$ cat src/rtl/logic_accum_unit_if.sv
// Handshake bundle for logic_accum_unit.
// Producer/consumer side is master, the unit is slave.
interface logic_accum_unit_if #(
  parameter int WIDTH   = 8,
  parameter int MAX_LEN = 16
);
  localparam int CW = $clog2(MAX_LEN + 1);

  logic             in_valid;
  logic             in_ready;
  logic [WIDTH-1:0] a;
  logic [WIDTH-1:0] b;
  logic [2:0]       op;
  logic             acc_en;
  logic             last;
  logic             out_valid;
  logic             out_ready;
  logic [WIDTH-1:0] c;
  logic [CW-1:0]    count;
  logic             red_and;
  logic             red_or;
  logic             trunc;

  modport master (
    output in_valid, a, b, op,
    output acc_en, last, out_ready,
    input  in_ready, out_valid, c,
    input  count, red_and, red_or, trunc
  );

  modport slave (
    input  in_valid, a, b, op,
    input  acc_en, last, out_ready,
    output in_ready, out_valid, c,
    output count, red_and, red_or, trunc
  );
endinterface

$ cat src/rtl/logic_accum_unit.sv
// Registered bitwise logic unit with single-beat
// and burst-accumulate modes, valid/ready on both sides.
module logic_accum_unit #(
  parameter int WIDTH   = 8,
  parameter int MAX_LEN = 16
) (
  input logic               clk,
  input logic               rst_n,
  logic_accum_unit_if.slave bus
);
  localparam int CW = $clog2(MAX_LEN + 1);
  localparam logic [CW-1:0] LP_MAX = CW'(MAX_LEN);
  localparam logic [CW-1:0] LP_ONE = CW'(1);
  localparam bit LP_SOLO = (MAX_LEN == 1);

  typedef enum logic [1:0] {
    S_IDLE,
    S_ACCUM,
    S_HOLD
  } state_t;

  state_t           r_state;
  state_t           w_next;
  logic [2:0]       r_op_q;
  logic [WIDTH-1:0] r_acc;
  logic [WIDTH-1:0] r_c;
  logic [CW-1:0]    r_cnt;
  logic [CW-1:0]    r_count;
  logic             r_red_and;
  logic             r_red_or;
  logic             r_trunc;
  logic [WIDTH-1:0] w_acc;
  logic [WIDTH-1:0] w_first;
  logic [WIDTH-1:0] w_fold;
  logic [CW-1:0]    w_cnt;
  logic             w_pub;
  logic             w_trunc;
  logic             w_fire;

  function automatic logic [WIDTH-1:0] f_op(
    input logic [2:0]       sel,
    input logic [WIDTH-1:0] x,
    input logic [WIDTH-1:0] y
  );
    logic [WIDTH-1:0] r;
    r = '0;
    unique case (sel)
      3'd0: r = x & y;
      3'd1: r = x | y;
      3'd2: r = x ^ y;
      3'd3: r = ~(x & y);
      3'd4: r = ~(x | y);
      3'd5: r = ~(x ^ y);
      3'd6: r = x & ~y;
      3'd7: r = x;
      default: r = x;
    endcase
    return r;
  endfunction

  assign w_fire  = bus.in_valid & bus.in_ready;
  assign w_first = f_op(bus.op, bus.a, bus.b);
  assign w_fold  = f_op(r_op_q, r_acc, bus.a);

  assign bus.in_ready  = (r_state != S_HOLD);
  assign bus.out_valid = (r_state == S_HOLD);
  assign bus.c         = r_c;
  assign bus.count     = r_count;
  assign bus.red_and   = r_red_and;
  assign bus.red_or    = r_red_or;
  assign bus.trunc     = r_trunc;

  // Next state, running fold and publish decision.
  always_comb begin
    w_next  = r_state;
    w_acc   = r_acc;
    w_cnt   = r_cnt;
    w_pub   = 1'b0;
    w_trunc = 1'b0;
    unique case (r_state)
      S_IDLE: begin
        if (w_fire) begin
          w_acc = w_first;
          w_cnt = LP_ONE;
          if (!bus.acc_en || bus.last
              || LP_SOLO) begin
            w_pub   = 1'b1;
            w_trunc = bus.acc_en & ~bus.last;
            w_next  = S_HOLD;
          end else begin
            w_next = S_ACCUM;
          end
        end
      end
      S_ACCUM: begin
        if (w_fire) begin
          w_acc = w_fold;
          w_cnt = r_cnt + LP_ONE;
          if (bus.last) begin
            w_pub  = 1'b1;
            w_next = S_HOLD;
          end else if (w_cnt == LP_MAX) begin
            w_pub   = 1'b1;
            w_trunc = 1'b1;
            w_next  = S_HOLD;
          end
        end
      end
      S_HOLD: begin
        if (bus.out_ready) begin
          w_next = S_IDLE;
        end
      end
      default: w_next = S_IDLE;
    endcase
  end

  // State, accumulator and published result registers.
  always_ff @(posedge clk) begin
    if (!rst_n) begin
      r_state   <= S_IDLE;
      r_op_q    <= '0;
      r_acc     <= '0;
      r_cnt     <= '0;
      r_c       <= '0;
      r_count   <= '0;
      r_red_and <= 1'b0;
      r_red_or  <= 1'b0;
      r_trunc   <= 1'b0;
    end else begin
      r_state <= w_next;
      r_acc   <= w_acc;
      r_cnt   <= w_cnt;
      if (w_fire && r_state == S_IDLE) begin
        r_op_q <= bus.op;
      end
      if (w_pub) begin
        r_c       <= w_acc;
        r_count   <= w_cnt;
        r_red_and <= &w_acc;
        r_red_or  <= |w_acc;
        r_trunc   <= w_trunc;
      end
    end
  end
endmodule

$ cat src/flat_wrapper.sv
// flat-port wrapper written by rule: the top's interface ports become plain ports
module logic_accum_unit_flat 
#(
  parameter int WIDTH   = 8,
  parameter int MAX_LEN = 16
)
  (clk, rst_n, bus_in_valid, bus_a, bus_b, bus_op, bus_acc_en, bus_last, bus_out_ready, bus_in_ready, bus_out_valid, bus_c, bus_count, bus_red_and, bus_red_or, bus_trunc);
  logic_accum_unit_if #(.WIDTH(WIDTH), .MAX_LEN(MAX_LEN)) bus_i ();
  input logic clk;
  input logic rst_n;
  input wire logic [$bits(bus_i.in_valid)-1:0] bus_in_valid;
  input wire logic [$bits(bus_i.a)-1:0] bus_a;
  input wire logic [$bits(bus_i.b)-1:0] bus_b;
  input wire logic [$bits(bus_i.op)-1:0] bus_op;
  input wire logic [$bits(bus_i.acc_en)-1:0] bus_acc_en;
  input wire logic [$bits(bus_i.last)-1:0] bus_last;
  input wire logic [$bits(bus_i.out_ready)-1:0] bus_out_ready;
  output wire logic [$bits(bus_i.in_ready)-1:0] bus_in_ready;
  output wire logic [$bits(bus_i.out_valid)-1:0] bus_out_valid;
  output wire logic [$bits(bus_i.c)-1:0] bus_c;
  output wire logic [$bits(bus_i.count)-1:0] bus_count;
  output wire logic [$bits(bus_i.red_and)-1:0] bus_red_and;
  output wire logic [$bits(bus_i.red_or)-1:0] bus_red_or;
  output wire logic [$bits(bus_i.trunc)-1:0] bus_trunc;
  assign bus_i.in_valid = bus_in_valid;
  assign bus_i.a = bus_a;
  assign bus_i.b = bus_b;
  assign bus_i.op = bus_op;
  assign bus_i.acc_en = bus_acc_en;
  assign bus_i.last = bus_last;
  assign bus_i.out_ready = bus_out_ready;
  assign bus_in_ready = bus_i.in_ready;
  assign bus_out_valid = bus_i.out_valid;
  assign bus_c = bus_i.c;
  assign bus_count = bus_i.count;
  assign bus_red_and = bus_i.red_and;
  assign bus_red_or = bus_i.red_or;
  assign bus_trunc = bus_i.trunc;
  logic_accum_unit #(.WIDTH(WIDTH), .MAX_LEN(MAX_LEN)) u_core (.clk(clk), .rst_n(rst_n), .bus(bus_i));
endmodule
$ cat config.mk
export PLATFORM = sky130hd
export DESIGN_NAME = logic_accum_unit_flat
export DESIGN_NICKNAME = d
export VERILOG_FILES = /design/src/rtl/logic_accum_unit_if.sv /design/src/rtl/logic_accum_unit.sv /design/src/flat_wrapper.sv
export SDC_FILE = /design/constraint.sdc
export NUM_CORES = 1
export LEC_CHECK = 0
export BUFFER_PORTS_ARGS = -buffer_cell sky130_fd_sc_hd__buf_2
export CORE_ASPECT_RATIO = 1.4
export CORE_MARGIN = 2
export CORE_UTILIZATION = 64
export CTS_BUF_LIST = sky130_fd_sc_hd__clkbuf_16
export DETAILED_ROUTE_END_ITERATION = 10
export HOLD_SLACK_MARGIN = 0.1
export PLACE_DENSITY = 0.83
export SLEW_MARGIN = 10
export SYNTH_ARGS = -nofsm -noshare
export SYNTH_HDL_FRONTEND = slang
export SYNTH_SLANG_ARGS = --single-unit
$ cat constraint.sdc
create_clock -name clk -period 4.5 [get_ports clk]
set_input_delay 0.45 -clock clk [delete_from_list [all_inputs] [get_ports clk]]
set_output_delay 0.45 -clock clk [all_outputs]
set_load 0.02 [all_outputs]
Yosys cells after proc, flatten, opt, wreduce, memory -nomap -nowiden:

Index checks and enable logic that the tools add are counted.

* register bits: 34
* bits of input ports: 25
* output and inout port bits: 18
* logic and storage cells: 86

* $add $sub $neg: 1
* eq/ne operators: 22
* mux-type cells: 26
* bitwise logic cells: 19
* reduce and logical (&&, ||, !) cells: 9

Operators with widths (count)
* 8-bit case mux with 8 select lines: 2
* 8-bit inverter: 8
* 8-bit bitwise AND: 4
* 3-bit == test (second input constant): 8
* 8-bit two-way mux: 2
* 8-bit bitwise OR: 2
* 8-bit case mux with 2 select lines: 1
* 8-bit XOR: 2
* 3-bit by 2-bit == test with 1-bit output (second input constant): 4
* 2-bit two-way mux: 6
* 5-bit two-way mux: 2
* 5-bit case mux with 2 select lines: 1
* 1-bit two-way mux: 9
* 8-bit AND reduction: 1
* 8-bit OR reduction: 1
* 3-bit by 1-bit == test with 1-bit output (second input constant): 2
* 3-bit logical NOT: 2
* 2-bit case mux with 3 select lines: 1
* 5-bit by 1-bit adder with 5-bit output (second input constant): 1
* 5-bit == test (second input constant): 1
* 2-bit by 1-bit != test with 1-bit output (second input constant): 2
* 2-bit != test (second input constant): 2
* 1-bit case mux with 2 select lines: 2
* 4-bit AND reduction: 1
* other kinds (9): 10

Longest topological paths before layout:

Gate-level depths: netlist of run 1.

* depth in word-level cells: 6
* mapped depth: 10
* depth with buffers taken out: 9

Worst setup path after synthesis of run 1:

OpenSTA, ideal clock, no wires.

* kind: input to register
* from: in bus_a[4]
* to: reg u_core.r_red_or (netlist: u_core.bus.red_or)
* library setup time: 131 ps
* data arrival time: 1898 ps
* data required time: 4369 ps
* path slack: 2471 ps
* stages on the path: 8
* buffers on the path: 0
* cells stage by stage: inv_1 > ha_1 > a2bb2oi_1 > nor2_1 > a221o_1 > a221o_1 > nor4_1 > a31oi_1

* word-level cells in the longest chain between the ends: 6
* elaborated cells between the ends (all ways): 21
* classes of those cells: mux (5); bitwise (15); reduce/logical (1)

Ends and longest elaborated chain
* start, declared: RTL line flat_wrapper.sv:12 `input wire logic [$bits(bus_i.a)-1:0] bus_a;`
* 8-bit inverter, or another cell as far along: RTL line logic_accum_unit.sv:54 `3'd6: r = x & ~y;`
* 8-bit bitwise AND, or another cell as far along: RTL line logic_accum_unit.sv:54
* 8-bit case mux with 8 select lines: RTL line logic_accum_unit.sv:47 `unique case (sel)`
* 8-bit two-way mux, on equally long branches: RTL line logic_accum_unit.sv:96, logic_accum_unit.sv:82
* 8-bit case mux with 2 select lines *: RTL line logic_accum_unit.sv:80 `unique case (r_state)`
* 8-bit OR reduction *: RTL line logic_accum_unit.sv:141 `r_red_or <= |w_acc;`
* end signal, assigned: RTL line logic_accum_unit.sv:141
* end, declared: RTL line logic_accum_unit.sv:30 `logic r_red_or;`

Every way passes the cells marked *; elsewhere a longest branch is shown, timed or not.
A chain may end at the register's enable or synchronous reset.

Worst setup path in the final report of run 1:

* from: reg u_core.r_op_q[0]
* to: reg u_core.r_red_and (netlist: u_core.bus.red_and)

* word-level cells in the longest chain between the ends: 5
* elaborated cells between the ends (all ways): 12
* classes of those cells: eq/ne (7); mux (3); reduce/logical (2)

Ends and longest elaborated chain
* start, declared: RTL line logic_accum_unit.sv:24 `logic [2:0] r_op_q;`
* start signal, assigned: RTL line logic_accum_unit.sv:135 `r_op_q <= bus.op;`
* 3-bit == test, or another cell as far along: RTL line logic_accum_unit.sv:47
* 8-bit case mux with 8 select lines *: RTL line logic_accum_unit.sv:47
* 8-bit two-way mux *: RTL line logic_accum_unit.sv:96 `if (w_fire) begin`
* 8-bit case mux with 2 select lines *: RTL line logic_accum_unit.sv:80
* 8-bit AND reduction *: RTL line logic_accum_unit.sv:140 `r_red_and <= &w_acc;`
* end signal, assigned: RTL line logic_accum_unit.sv:140
* end, declared: RTL line logic_accum_unit.sv:29 `logic r_red_and;`

Marks and branches as above.

==> impl_results.md, run 1 <==
- Outcome: complete, no violations
- Number of global-route vias before repair: ~3000
- Setup_tns: 0 ps
- Post-layout util: between 70% and 80%
- Clock Tree Buf Depth: 2
- Peak supply drop: around 0.27 mV
- Skew final: about 5.4 ps
- Post-CTS sizing: 0
- Worst setup SP type: flip-flop
- Mapped Cells: slightly above 400
- Final Non-Filler Cells: 500
- Routed via count: about 3200
- Die Width: ~64 um
- Syn nets: a little under 500
- Clk_lat worst skew: about 280 ps
- Placed insts: approximately 500
- #FFs+latches synth: 34
- Number of clock sinks: 34
- Max_cap viols: 0
- Filler cell count in the final layout: approximately 400
- DR vias/cell: approximately 6.3
- DP Worst Slack: between 1500 and 2000 ps
- CTS Buf Count: 5
- Die Height: roughly 90 um
- Post-CTS setup buffers: 0
- Drt drc: 0
- Fmax: roughly 360 MHz
- Clock transition at path regs: around 60 ps
- Worst Hold Class: input port to flip-flop
- Iter 0 DRT Violations: 251
- Synth unique cells: 63
- Mapped Avg Cell Area: between 8 and 9 um2
- Ports: 43
- Routed wire length: 8390 um
- Total die area: between 5000 and 6000 um2
- Final GP Congestion: between 0.9 and 1
- Final period util: between 60 and 70%
- Top cells by count, synth: ha_1, nand2_1, dfxtp_1, inv_1, o21ai_0
- Async S/R FF share, synth: 0%
- Final min period: around 2800 ps
- Share of the synthesized area in the top cell type: a little over a fifth
- Hold_buf cts: 0
- Share of post-route cells with drive strength above 1: around 14%
- Dominant cell type by area after synthesis: dfxtp_1
- Yosys synthesis warning count: 0
- Sequential cell area: around 680 um2
- Initial antenna violation count: 0
- Final Max Slew Viols: 0
- Rel. slew slack: between 40% and 50%
- Synth area leaders: dfxtp_1, ha_1, mux2i_1, o21ai_0, nand2_1
- Core area: between 4000 and 5000 um2
- Slew @ Worst Pin: about 840 ps
- Initial Util: 66.9%
- Global route overflow: 0
- Required time worst endpoint: 4680 ps
- Buffers on Ports: 42
- Final ANT Viol Nets: 0
- Synth Flop Type: dfxtp_1
- Post-synth EDFFs: 0
- Routed wire length per instance: around 17 um
- Hpwl dp: around 6200 um
- Pin count of the biggest net entering global routing: 35
- Number of diodes: 0
- RSZ-0062 raised after global routing: false
- Multi-input logic area: roughly 2300 um2
- # nets final: slightly above 500
- Final setup fails: 0
- CTS tree: built
- Setup ws final: between 1500 and 2000 ps
- CTS H-tree depth: 2
- Synthesized area: 3270 um2
- Sequential share of the synthesized area: a little over a fifth
- Hold Fails Final Rpt: 0
- Critical path peak fanout: 22
- First-pass GRT wire length: around 14000 um
- Kind of critical path: flip-flop to flip-flop
- Leak: between 1.5 and 2 nW
- WP data arrival: about 3000 ps
- Cell row count: 30
- Root buf cell: clkbuf_16
- Top-count cell post-synth: ha_1
- Power per cell area: around 260 nW/um2
- Drt first pass iters: 5
- Overall Global Routing Usage: ~31%
- Area growth, synth to finish: 10.1%
- Worst Setup End Kind: flip-flop
[layer usage]
metal	vias to the layer above	global-route usage (%)	share of wire [%]
li1	1525	-	-
met1	1490	36.0	39
met2	128	57.6	51
met3	25	3.05	5.4
met4	0	14.1	3.7
met5	-	0	0
[worst max-delay path, cell delays in order, from the launching register on]
cell      delay [ps]
dfxtp_1          830
clkinv_1         460
nor4_1           370
a211o_1          140
a21oi_1           40
o221ai_1         390
nand4_1          140
o31ai_1          280
[where the power goes]
group	leakage (nW)	switching, mW	internal [mW]
combinational	1.28	0.163	0.109
sequential	0.278	0.0243	0.320
clock	0.0672	0.123	0.202
total	1.63	0.310	0.630
[worst paths after layout]
kind,from,end,slack (ps),cells after the start
worst max-delay path,u_core.r_op_q[0],u_core.bus.red_and,1740,7
worst min-delay path,bus_out_ready,u_core.r_state[1],490,3
worst max register to register,u_core.r_op_q[0],u_core.bus.red_and,1740,7
worst min register to register,u_core.bus.trunc,u_core.bus.trunc,490,2
[registers in the layout (all words and copies together), names as in the netlist, 2 cells and up]
| signal | cells |
|---|---|
| u_core.bus.count | 5 |
| u_core.r_state | 2 |
| u_core.r_op_q | 3 |
| u_core.bus.c | 8 |
| u_core.r_acc | 8 |
| u_core.r_cnt | 5 |
[placed cells by master, fill, tap and decap left out, types with 3 or more instances in the layout]
cell and count:
a31oi_1 3, clkinv_1 3, o211ai_1 5, o21ai_0 29, a2bb2oi_1 3, nor3_1 4, and3_1 3, nand2_1 36
o22ai_1 8, a21oi_1 16, mux2i_1 15, clkbuf_16 5, a221o_1 5, nand2b_1 8, o21a_1 3, o221a_2 3
a21boi_0 4, inv_1 30, ha_1 51, nor2_1 25, nor3b_1 5, nand3_1 5, nor2b_1 13, dfxtp_1 34
a22oi_1 5, o221ai_1 9, o211a_1 3, o2bb2ai_1 3, and2_1 12, buf_2 42, nor4_1 3
[cells by family after synthesis]
kind of cell	synth area share, %
AO/OA/AOI/OAI	26.9
adder cells (fa/ha/maj)	19.5
XOR/XNOR	0.536
buffers and inverters	7.31
multiplexers	4.94
flip-flops	20.8
AND/OR/NAND/NOR	19.9
[through the flow]
| step | total power [mW] | hold slack, ps | cell area (um2) |
|---|---|---|---|
| after global routing | 0.985 | 512 | 3600 |
| after global placement | 0.610 | 466 | 3460 |
| after CTS | 0.939 | 488 | 3600 |
| after floorplan | 0.539 | 507 | 3270 |
| final | 0.941 | 486 | 3600 |
| after detailed placement | 0.616 | 482 | 3460 |
[layout make-up]
cell class                 count  area share, %
tap                           64           2.23
inverter                      33           3.44
clock buffer                   5           3.48
clock inverter                 3          0.452
timing repair buffer          44           6.26
sequential                    34           18.9
multi-input combinational    317           65.2
No activity file was read; power rests on OpenSTA's default activity.
==> run 2: changes to the inputs <==
--- a/config.mk
+++ b/config.mk
@@ -8,11 +8,11 @@
 export BUFFER_PORTS_ARGS = -buffer_cell sky130_fd_sc_hd__buf_2
 export CORE_ASPECT_RATIO = 1.4
 export CORE_MARGIN = 2
-export CORE_UTILIZATION = 64
+export CORE_UTILIZATION = 53
 export CTS_BUF_LIST = sky130_fd_sc_hd__clkbuf_16
 export DETAILED_ROUTE_END_ITERATION = 10
 export HOLD_SLACK_MARGIN = 0.1
-export PLACE_DENSITY = 0.83
+export PLACE_DENSITY = 0.73
 export SLEW_MARGIN = 10
 export SYNTH_ARGS = -nofsm -noshare
 export SYNTH_HDL_FRONTEND = slang
==> constraint.sdc (replaced) <==
create_clock -name clk -period 2.45 [get_ports clk]
set_input_delay 0.245 -clock clk [delete_from_list [all_inputs] [get_ports clk]]
set_output_delay 0.245 -clock clk [all_outputs]
set_load 0.02 [all_outputs]
==> impl_results.md, run 2 (same netlist as run 1, synthesis figures left out) <==
- Final Max Slew Viols: 0 (unchanged)
- Final GP Congestion: 0.918 (-0.88%)
- Worst Setup End Kind: flip-flop
- Pin count of the biggest net entering global routing: 35 (unchanged)
- DP Worst Slack: 152 ps (-1670 ps)
- Power per cell area: 530 nW/um2 (+100%)
- Sw Ratio: 30.2% (-2.8 points)
- DR vias/cell: 6.10 (-3.7%)
- Final Non-Filler Cells: 517 (+3.4%)
- Slew @ Worst Pin: 473 ps (-363 ps)
- Filler cell count in the final layout: 515 (+31%)
- CTS Buf Count: 5 (unchanged)
- Fmax: 453 MHz (+25%)
- Initial Util: 55.3% (-12 points)
- Hpwl dp: 6750 um (+8.9%)
- Die Height: 96.9 um (+9.4%)
- Iter 0 DRT Violations: 248 (-1.2%)
- Outcome: complete, no violations
- Area growth, synth to finish: 15.2%
- Most common cell after layout, fill and taps aside: ha_1
- Share of post-route cells with drive strength above 1: 16.8% (+2.8 points)
- Die Width: 70.4 um (+9.3%)
- CTS tree: built
- Max_cap viols: 0 (unchanged)
- Kind of critical path: flip-flop to flip-flop
- Cell row count: 33 (+10%)
- CTS H-tree depth: 2 (unchanged)
- Core area: 5900 um2 (+21%)
- Most frequent cells in the layout: ha_1, buf_2, nand2_1, dfxtp_1, inv_1
- Final setup fails: 0 (unchanged)
- # nets final: 522 (+2.2%)
- Rel. slew slack: 68.5% (+24 points)
- Worst Hold Slack: 269 ps (-217 ps)
- Setup ws final: 243 ps (-1500 ps)
- Worst Hold Class: input port to flip-flop
- Required time worst endpoint: 2620 ps (-2060 ps)
- Final ANT Viol Nets: 0 (unchanged)
- First-pass GRT wire length: 14300 um (+1.7%)
- Cell internal pwr: 1.39 mW (+120%)
- Buffers on Ports: 42 (unchanged)
- Part of the power in the clock network: 41.7% (+7.2 points)
- P_sw: 602 uW (+94%)
- Final min period: 2210 ps (-549 ps)
- WP data arrival: 2370 ps (-570 ps)
- Number of clock sinks: 34 (unchanged)
- Worst setup SP type: flip-flop
- Initial antenna violation count: 0 (unchanged)
- Number of global-route vias before repair: 2964 (-1.9%)
- Placed insts: 506 (+2.8%)
- Combinational share of power: 27.0% (-1.9 points)
- Hold_buf cts: 0 (unchanged)
- Routed wire length per instance: 17.4 um (+4.0%)
- Drt drc: 0 (unchanged)
- Root buf cell: clkbuf_16
- Ports: 43 (unchanged)
- Overall Global Routing Usage: 26.0% (-5.1 points)
- Clock transition at path regs: 60 ps (about the same)
- Global route overflow: 0 (unchanged)
- Total die area: 6820 um2 (+20%)
- Skew final: 7.33 ps (+1.93 ps)
- Setup_tns: 0 ps (unchanged)
- Clk_lat worst skew: 280 ps (about the same)
- Routed wire length: 9020 um (+7.5%)
- Critical path peak fanout: 7 (-68%)
- Hold Fails Final Rpt: 0 (unchanged)
- Final period util: 90.1% (+29 points)
- Routed via count: 3154 (-0.44%)
- Leak: 1.71 nW (+5.4%)
- Number of diodes: 0 (unchanged)
- Peak supply drop: 0.651 mV (+140%)
- Clock Tree Buf Depth: 2 (unchanged)
- Drt first pass iters: 5 (unchanged)
- RSZ-0062 raised after global routing: false
- Total power: 1.99 mW (+110%)
- Sequential power share: 31.3% (-5.3 points)
==> run 2: cell types whose count changed in the layout (fill, tap and decap cells not counted) <==
| cell | previous run | this run |
|---|---|---|
| buf_12 | 0 | 1 |
| o221ai_2 | 0 | 1 |
| dfxtp_1 | 34 | 33 |
| bufinv_16 | 0 | 2 |
| dfxtp_2 | 0 | 1 |
| clkinvlp_4 | 1 | 0 |
| a2111oi_1 | 0 | 1 |
| a2111oi_0 | 2 | 1 |
| o221ai_1 | 9 | 8 |
| clkinv_1 | 3 | 2 |
| clkinv_4 | 0 | 1 |
| buf_4 | 2 | 12 |
| clkinv_2 | 1 | 0 |
==> run 2: per-layer routing <==
metal  global-route usage (%)  up-vias  wire length, um
li1                         -     1553                -
met1                     29.1     1471             3700
met2                     46.9      107             4560
met3                     3.02       23              357
met4                     13.5        0              398
met5                        0        -                0
==> run 2: power groups by stage <==
stage | combinational [mW] | sequential, mW | clock [mW]
4_1_cts | 0.522 | 0.622 | 0.835
6_report | 0.538 | 0.623 | 0.832
3_3_place_gp | 0.509 | 0.632 | 0
3_5_place_dp | 0.517 | 0.633 | 0
2_1_floorplan | 0.349 | 0.641 | 0
5_1_grt | 0.590 | 0.628 | 0.859
==> run 2: stage by stage <==
stage	area, um2	utilization, %
after floorplan	3270	-
after global placement	3520	59.7
after detailed placement	3520	59.7
after CTS	3720	63.0
after global routing	3760	63.7
final	3760	63.7
==> run 2: worst max-delay path: stages (launching register included) <==
cell	delay, ps
dfxtp_1	450
ha_1	290
nand3_1	120
xnor2_1	160
and3_4	210
a211oi_4	350
nor2_4	100
buf_4	180
mux2i_1	170
nor2b_1	70
==> run 2: worst paths after layout <==
kind	startpoint	end	slack [ps]	cells after the start
hold reg to reg	u_core.bus.count[4]	u_core.bus.count[4]	490	1
setup / recovery	u_core.r_cnt[0]	u_core.bus.c[3]	240	9
hold / removal	bus_out_ready	u_core.r_state[1]	270	3
setup reg to reg	u_core.r_cnt[0]	u_core.bus.c[3]	240	9
==> run 2: what timing repair did <==
item / in CTS / in global routing
resized for setup: 0 / 3
setup buffers: 0 / 3
setup endpoints to repair: 0 / 6
==> run 2: final cells by class <==
cell class                 count  area (um2)  area share [%]
clock inverter                 3        68.8            1.83
timing repair buffer          55         320            8.51
multi-input combinational    317        2350            62.6
inverter                      33         124            3.29
tap                           70        87.6            2.33
clock buffer                   5         125            3.33
sequential                    34         682            18.1
==> run 3: changes to the inputs <==
--- a/config.mk
+++ b/config.mk
@@ -13,6 +13,7 @@
 export DETAILED_ROUTE_END_ITERATION = 10
 export HOLD_SLACK_MARGIN = 0.1
 export PLACE_DENSITY = 0.73
+export RECOVER_POWER = 50
 export SLEW_MARGIN = 10
 export SYNTH_ARGS = -nofsm -noshare
 export SYNTH_HDL_FRONTEND = slang
==> impl_results.md, run 3 (same netlist as run 1, synthesis figures left out) <==
- Outcome: complete, no violations
- Critical path peak fanout: 18 (+11)
- Final period util: 91.2% (+1.1 points)
- Most common cell after layout, fill and taps aside: ha_1
- Worst Hold Class: input port to flip-flop
- RSZ-0062 raised after global routing: false
- Root buf cell: clkbuf_16
- Total power: 1.99 mW (-0.28%)
- Rel. slew slack: 68.2% (-0.28 points)
- Power per cell area: 531 nW/um2 (+0.29%)
- Final setup fails: 0 (unchanged)
- Met3 Wirelength: 326 um (-8.7%)
- Met2 Wirelength: 4550 um (-0.33%)
- Drt first pass iters: 5 (unchanged)
- Leak: 1.65 nW (-4.0%)
- Routed wire length per instance: 17.4 um (about the same)
- Pin count of the biggest net entering global routing: 35 (unchanged)
- Hold Fails Final Rpt: 0 (unchanged)
- Most frequent cells in the layout: ha_1, nand2_1, dfxtp_1, inv_1, o21ai_0
- WP data arrival: 2420 ps (+50 ps)
- Hold_buf cts: 0 (unchanged)
- DR vias/cell: 6.08 (-0.29%)
- Overall Global Routing Usage: 26.0% (unchanged)
- Clk_lat worst skew: 280 ps (about the same)
- Routed wire length: 9020 um (about the same)
- Routed via count: 3145 (-0.29%)
- Skew final: 7.33 ps (-0.00178 ps)
- First-pass GRT wire length: 14300 um (unchanged)
- Die Width: 70.4 um (unchanged)
- Number of diodes: 0 (unchanged)
- Total die area: 6820 um2 (unchanged)
- Final ANT Viol Nets: 0 (unchanged)
- Clock Tree Buf Depth: 2 (unchanged)
- Sequential cell area: 682 um2 (unchanged)
- Area growth, synth to finish: 14.5%
- Initial Util: 55.3% (unchanged)
- Die Height: 96.9 um (unchanged)
- Cell row count: 33 (unchanged)
- CTS Buf Count: 5 (unchanged)
- Max_cap viols: 0 (unchanged)
- Setup_tns: 0 ps (unchanged)
- Ports: 43 (unchanged)
- Drt drc: 0 (unchanged)
- Peak supply drop: 0.649 mV (-0.19%)
- Core area: 5900 um2 (unchanged)
- CTS tree: built
- Number of global-route vias before repair: 2964 (unchanged)
- Number of clock sinks: 34 (unchanged)
- Share of post-route cells with drive strength above 1: 13.0% (-3.8 points)
- Filler cell count in the final layout: 528 (+2.5%)
- Iter 0 DRT Violations: 244 (-1.6%)
- Worst setup SP type: flip-flop
- Hpwl dp: 6750 um (unchanged)
- Fmax: 448 MHz (-1.2%)
- Kind of critical path: flip-flop to flip-flop
- Worst Hold Slack: 269 ps (+0.195 ps)
- Cell area after placement: 3520 um2 (unchanged)
- # nets final: 522 (unchanged)
- Multi-input logic area: 2350 um2 (unchanged)
- Final min period: 2230 ps (+27.3 ps)
- Required time worst endpoint: 2630 ps (about the same)
- Slew @ Worst Pin: 477 ps (+4.18 ps)
- Buffers on Ports: 42 (unchanged)
- DR top layer: met4
- DRT met1 WL: 3700 um (about the same)
- CTS H-tree depth: 2 (unchanged)
- Design area: 3740 um2 (-0.57%)
- Global route overflow: 0 (unchanged)
- Final GP Congestion: 0.918 (unchanged)
- Worst Setup End Kind: flip-flop
- Final Max Slew Viols: 0 (unchanged)
- Clock transition at path regs: 60 ps (about the same)
- Initial antenna violation count: 0 (unchanged)
-- run 3: changes by cell type in the layout (fill, tap and decap cells not counted) --
cell | previous run | this run
and2_1 | 12 | 11
buf_2 | 42 | 25
and2_0 | 0 | 1
clkbuf_1 | 0 | 17
-- run 3: per-stage QoR --
stage | utilization, % | setup slack (ps) | std cells
final | 63.4 | 216 | 517
after global routing | 63.4 | 47.6 | 517
after CTS | 63.0 | 120 | 514
after detailed placement | 59.7 | 152 | 506
after global placement | 59.7 | 139 | 506
after floorplan | - | 480 | 407
-- run 3: final cells by class --
| cell class | count | area share [%] |
|---|---|---|
| Clock buffer | 5 | 3.34 |
| Inverter | 33 | 3.31 |
| Clock inverter | 3 | 1.84 |
| Sequential cell | 34 | 18.2 |
| Multi-Input combinational cell | 317 | 62.9 |
| Timing Repair Buffer | 55 | 7.99 |
| Tap cell | 70 | 2.34 |
-- run 3: power breakdown --
| group | switching, mW | total, mW | internal [mW] | leakage (nW) |
|---|---|---|---|---|
| sequential | 0.0360 | 0.623 | 0.587 | 0.278 |
| combinational | 0.318 | 0.533 | 0.214 | 1.27 |
| clock | 0.247 | 0.831 | 0.584 | 0.0940 |
-- run 3: repair_timing --
item                                    4_1_cts  5_1_grt
gates resized for setup                       0        3
buffers inserted                              0        3
endpoints found under the setup margin        0        6
-- run 3: path summary, 6_finish.rpt --
check                                         start                   to  slack (ps)  cells past startpoint
worst min-delay path                  bus_out_ready    u_core.r_state[1]         270                      3
worst max-delay path               u_core.r_op_q[1]   u_core.bus.red_and         220                      8
worst min register to register  u_core.bus.count[4]  u_core.bus.count[4]         500                      1
worst max register to register     u_core.r_op_q[1]   u_core.bus.red_and         220                      8
-- run 3: routing by layer --
layer  vias up  track usage (%)
li1       1553                -
met1      1465             29.1
met2        98             46.9
met3        29             3.02
met4         0             13.5
met5         -                0
-- run 3: critical path, stage by stage, from the launching register on --
cell	delay (ps)
dfxtp_2	470
buf_4	260
and3b_1	190
a31oi_1	40
o221a_2	270
o221ai_1	280
and2_1	220
nand4_1	110
o31ai_1	290
